### src/rtl/lsu_stage.sv
// Load/store unit stage: turns execute-stage memory ops into single data-bus
// transactions, formats load data and reports misaligned accesses.
module lsu_stage #(
    parameter int         XLEN    = 32,
    parameter logic [2:0] LD_NONE = 3'd0,
    parameter logic [2:0] LB      = 3'd1,
    parameter logic [2:0] LH      = 3'd2,
    parameter logic [2:0] LW      = 3'd3,
    parameter logic [2:0] LBU     = 3'd4,
    parameter logic [2:0] LHU     = 3'd5,
    parameter logic [1:0] ST_NONE = 2'd0,
    parameter logic [1:0] SB      = 2'd1,
    parameter logic [1:0] SH      = 2'd2,
    parameter logic [1:0] SW      = 2'd3
) (
    input  logic            clk,
    input  logic            rst_n,
    input  logic            exe_valid_i,
    input  logic [XLEN-1:0] alu_result_i,
    input  logic [XLEN-1:0] rs2_data_i,
    input  logic [2:0]      mem_ld_ops_i,
    input  logic [1:0]      mem_st_ops_i,
    input  logic            flush_i,
    output logic            dbus_req_o,
    output logic            dbus_we_o,
    output logic [XLEN-1:0] dbus_addr_o,
    output logic [XLEN-1:0] dbus_wdata_o,
    output logic [3:0]      dbus_sel_o,
    input  logic            dbus_ack_i,
    input  logic [XLEN-1:0] dbus_rdata_i,
    output logic            stall_o,
    output logic            lsu_done_o,
    output logic [XLEN-1:0] lsu_rdata_o,
    output logic            ld_misalign_o,
    output logic            st_misalign_o,
    output logic [XLEN-1:0] exc_addr_o
);

    typedef enum logic [1:0] {IDLE, BUS, RESP} state_t;

    state_t          state;
    logic            kill;
    logic [2:0]      ld_type;
    logic [1:0]      ld_off;

    logic            is_load;
    logic            is_store;
    logic            mem_op;
    logic            in_idle;
    logic [1:0]      off;
    logic            acc_byte;
    logic            acc_half;
    logic            acc_word;
    logic            misaligned;
    logic            take_exc;
    logic            accept;
    logic [3:0]      acc_sel;
    logic [XLEN-1:0] acc_wdata;
    logic [XLEN-1:0] shifted;
    logic [XLEN-1:0] load_data;

    // Decode the incoming op; a load wins over a store when both are present.
    always_comb begin
        is_load    = (mem_ld_ops_i != LD_NONE);
        is_store   = (mem_st_ops_i != ST_NONE);
        mem_op     = exe_valid_i & ~flush_i & (is_load | is_store);
        in_idle    = (state == IDLE);
        off        = alu_result_i[1:0];
        acc_byte   = is_load ? ((mem_ld_ops_i == LB) | (mem_ld_ops_i == LBU)) : (mem_st_ops_i == SB);
        acc_half   = is_load ? ((mem_ld_ops_i == LH) | (mem_ld_ops_i == LHU)) : (mem_st_ops_i == SH);
        acc_word   = is_load ? (mem_ld_ops_i == LW) : (mem_st_ops_i == SW);
        misaligned = (acc_half & off[0]) | (acc_word & (off != 2'b00));
        take_exc   = in_idle & mem_op & misaligned;
        accept     = in_idle & mem_op & ~misaligned;
        if (acc_byte) begin
            acc_sel   = 4'b0001 << off;
            acc_wdata = {(XLEN/8){rs2_data_i[7:0]}};
        end else if (acc_half) begin
            acc_sel   = 4'b0011 << off;
            acc_wdata = {(XLEN/16){rs2_data_i[15:0]}};
        end else begin
            acc_sel   = 4'b1111;
            acc_wdata = rs2_data_i;
        end
    end

    assign ld_misalign_o = take_exc & is_load;
    assign st_misalign_o = take_exc & ~is_load;
    assign exc_addr_o    = take_exc ? alu_result_i : '0;
    assign stall_o       = accept | (state == BUS);

    // Align the returned word to the accessed byte lane and extend it.
    always_comb begin
        shifted = dbus_rdata_i >> {ld_off, 3'b000};
        case (ld_type)
            LB:      load_data = {{(XLEN-8){shifted[7]}}, shifted[7:0]};
            LH:      load_data = {{(XLEN-16){shifted[15]}}, shifted[15:0]};
            LBU:     load_data = {{(XLEN-8){1'b0}}, shifted[7:0]};
            LHU:     load_data = {{(XLEN-16){1'b0}}, shifted[15:0]};
            default: load_data = shifted;
        endcase
    end

    // Transaction FSM: accept in IDLE, hold the bus request until ack, pulse done.
    always_ff @(posedge clk) begin
        if (rst_n) begin
            state        <= IDLE;
            kill         <= 1'b0;
            ld_type      <= LD_NONE;
            ld_off       <= 2'b00;
            dbus_req_o   <= 1'b0;
            dbus_we_o    <= 1'b0;
            dbus_addr_o  <= '0;
            dbus_wdata_o <= '0;
            dbus_sel_o   <= 4'b0000;
            lsu_done_o   <= 1'b0;
            lsu_rdata_o  <= '0;
        end else begin
            case (state)
                IDLE: begin
                    lsu_done_o <= 1'b0;
                    if (accept) begin
                        state        <= BUS;
                        kill         <= 1'b0;
                        dbus_req_o   <= 1'b1;
                        dbus_we_o    <= ~is_load;
                        dbus_addr_o  <= alu_result_i;
                        dbus_sel_o   <= acc_sel;
                        dbus_wdata_o <= is_load ? '0 : acc_wdata;
                        ld_type      <= is_load ? mem_ld_ops_i : LD_NONE;
                        ld_off       <= off;
                    end
                end
                BUS: begin
                    if (dbus_ack_i) begin
                        dbus_req_o   <= 1'b0;
                        dbus_we_o    <= 1'b0;
                        dbus_addr_o  <= '0;
                        dbus_wdata_o <= '0;
                        dbus_sel_o   <= 4'b0000;
                        kill         <= 1'b0;
                        if (kill | flush_i) begin
                            state <= IDLE;
                        end else begin
                            state       <= RESP;
                            lsu_done_o  <= 1'b1;
                            lsu_rdata_o <= dbus_we_o ? '0 : load_data;
                        end
                    end else if (flush_i) begin
                        kill <= 1'b1;
                    end
                end
                RESP: begin
                    lsu_done_o <= 1'b0;
                    state      <= IDLE;
                end
                default: begin
                    state <= IDLE;
                end
            endcase
        end
    end

endmodule

### config.mk
export PLATFORM = sky130hd
export DESIGN_NAME = lsu_stage
export DESIGN_NICKNAME = d
export VERILOG_FILES = /design/src/rtl/lsu_stage.sv
export SDC_FILE = /design/constraint.sdc
export NUM_CORES = 1
export LEC_CHECK = 0
export ABC_CLOCK_PERIOD_IN_PS = 2500
export BUFFER_PORTS_ARGS = -buffer_cell sky130_fd_sc_hd__buf_2
export CORE_ASPECT_RATIO = 0.8
export CORE_UTILIZATION = 46
export DETAILED_ROUTE_END_ITERATION = 12
export GPL_TIMING_DRIVEN = 0
export PLACE_DENSITY = 0.8
export SYNTH_ARGS = -nofsm -noshare
export SYNTH_HDL_FRONTEND = slang
export SYNTH_SLANG_ARGS = --single-unit
### constraint.sdc
create_clock -name clk -period 2.5 [get_ports clk]
set_input_delay 0.25 -clock clk [delete_from_list [all_inputs] [get_ports clk]]
set_output_delay 0.25 -clock clk [all_outputs]
set_load 0.1 [all_outputs]
==> results.ini <==
[global_routing]
antenna_found_initial=0
grt_pass1_vias=4915
grt_start_max_net_pins=19
grt_overflow=0
grt_first_pass_wirelength_um=26000
grt_usage=0.296

[layout]
multi_input_area_um2=2610
drive_gt1_frac=0.388
seqCellArea_um2=2220
final_cell_count_no_fill=920
fin_nets=885
areaGrowthSynthToFinish_pct=37.0
fillers=880
antenna_cells=0

[timing]
hold_viol=0
hold_slack_ps=123
max_freq_ghz=0.410
fin_crit_sh=0.974
worst_slew_pin_slew_ps=1240
slew_violations=0
max_slew_margin=0.173
setup_viol=0
setup_ws_ps=63.9
skew_ps=7.88
fin_crit_ps=2440

[synthesis]
synth_seq_area_share=0.444
synth_largest_area_cell=dfxtp_1
synth-edff-count=0
syn_inst=524
ys_ff_latch=111
yosys_warnings=0
async_flop_share=0
ys.flop_type=dfxtp_1
synthesis.area_um2=5010
synth.area.top_cells=dfxtp_1, a22o_1, mux2i_1
synth_area_per_cell_um2=9.55
syn_nets=634
synth_top_cell_area_share=0.444
synth_cell_types=47

[cts]
clk_path_buf_depth=2
hold_buffers=0
clk_latency_ps=350
cts_tree=yes
cts_max_level=3
cts.sinks=111
cts.clk_slew.worst_paths_ps=70
numCtsBuffers=9
cts_root_buf=clkbuf_16

[floorplanning]
die-area_um2=11300
die_y_um=95.3
rows=33
ioPinCount=244
coreArea_um2=10400
start_util=0.481
die_w_um=119

[setup_path]
critPathLaunchType=flip-flop
reg2reg_slack_ps=280
r2r_cells=6
reg2reg_from=ld_off[0]
required_ps=2250
arrival_ps=2190
cp_max_fo=10
worst_setup_path_end_kind=primary output
r2r-end=lsu_rdata_o[5]
crit_type=flip-flop to primary output

[min_path]
min_to=dbus_addr_o[26]
worstHoldPathType=input pin to flip-flop
hp-start=alu_result_i[26]
hold_depth=2

[place]
gp_congestion=0.935
hpwl_um=13100
dp_slack_ps=-309
dp_cells=903
io_buffer_count=239

[pwr]
ir_drop_mv=0.372
p_leak_nw=3.37
powerDensity_nw_per_um2=619

[routing]
via_per_inst=5.70
wl_um=17300
initialDrtViolationCount=466
first_pass_iters=5
avgRoutedWirePerCell_um=18.8
drc=0
ant_nets=0
vias=5240

[run]
cap_viol_max_count=0

[status]
outcome=finished clean

[report_power, final]
group          leakage, nW  switching, mW  total [mW]  internal [mW]
Clock                0.136          0.667        1.35          0.678
Combinational         2.33          0.781        1.05          0.269
Sequential           0.899         0.0308        1.85           1.82
[how the worst max path moves through the flow]
stage	slack, ps	cells after the start	start	to
3_3_place_gp	-240	9	alu_result_i[1]	exc_addr_o[14]
4_1_cts	20	6	state[0]	exc_addr_o[28]
6_report	60	6	state[0]	exc_addr_o[14]
2_1_floorplan	-140	6	mem_ld_ops_i[1]	exc_addr_o[0]
5_1_grt	-20	9	alu_result_i[1]	exc_addr_o[5]
3_5_place_dp	-310	9	alu_result_i[1]	exc_addr_o[14]
[cells in the mapped netlist, types with 3 or more instances]
library cell / instances
a211o_1: 8
nand3_1: 8
nand2_1: 38
nand2b_1: 11
inv_1: 4
a32o_1: 9
a21o_1: 3
o22ai_1: 4
o2bb2ai_2: 10
a22oi_1: 8
mux2i_1: 32
a32oi_1: 7
nor2_1: 28
a22o_1: 47
buf_2: 14
nor2b_1: 14
buf_1: 3
dfxtp_1: 111
clkbuf_1: 22
nor3_1: 8
and3_1: 32
ha_1: 4
o21ai_0: 28
a21oi_1: 33
o2bb2ai_1: 9
[what timing repair did]
action / 4_1_cts / 5_1_grt
buffers inserted: 0 / 1
resized for setup: 42 / 24
setup endpoints to repair: 30 / 39
pin swaps: 1 / 1
[flip-flops by register name, summed over array words and instances (netlist names)]
register      count
dbus_req_o        1
ld_off            2
ld_type           3
dbus_addr_o      32
dbus_sel_o        4
lsu_rdata_o      32
state             2
kill              1
lsu_done_o        1
dbus_we_o         1
dbus_wdata_o     32
[per-stage QoR]
stage | power (mW) | area, µm² | utilization | TNS, ps
3_3_place_gp | 2.89 | 6390 | 0.614 | -3110
6_report | 4.24 | 6860 | 0.659 | 0
4_1_cts | 4.24 | 6780 | 0.652 | 0
2_1_floorplan | 2.63 | 5020 | - | -434
5_1_grt | 4.38 | 6860 | 0.659 | -111
3_5_place_dp | 2.90 | 6390 | 0.614 | -4650
[worst max-delay path, stage by stage (launching register included)]
cell	delay, ps
dfxtp_1	370
nor4b_4	370
o31a_1	220
buf_4	200
clkbuf_2	200
and3_1	260
buf_8	220
[final cells by class]
cell class | instances | share of cell area
multi-input cells | 366 | 0.380
flip-flops and latches | 111 | 0.324
clock buffers | 9 | 0.0328
well taps | 140 | 0.0255
clock inverters | 7 | 0.00711
plain buffers | 43 | 0.0316
inverters | 4 | 0.00219
repair buffers | 240 | 0.197
[placed cells by master, fill, tap and decap left out, drive strengths merged, types with 2 or more instances in the layout]
cell     count
a211o        8
a21o         3
a21oi       34
a22o        47
a22oi        8
a32o         9
a32oi        7
and2         2
and3        32
buf        262
clkbuf      30
clkinv       5
dfxtp      111
ha           4
inv          5
mux2i       32
nand2       38
nand2b      11
nand3        8
nor2        28
nor2b       14
nor3         8
nor4b        3
o21ai       29
o22ai        4
o2bb2ai     19
or2          2
or3          2
xnor2        2
[routing by layer]
layer,share of wire,routed length (µm),GRT usage
met1,0.42,7190,0.371
met2,0.48,8220,0.505
met3,0.082,1420,0.0670
met4,0.025,425,0.100
met5,0,0,0
[kinds of logic after synthesis]
logic type | synth area share
multiplexers | 0.0685
XOR/XNOR | 0.00525
AND/OR/NAND/NOR | 0.157
AO/OA/AOI/OAI | 0.272
flip-flops | 0.444
buffers and inverters | 0.0432
adder cells (fa/ha/maj) | 0.0100
Power figures use the tool's default switching activity.
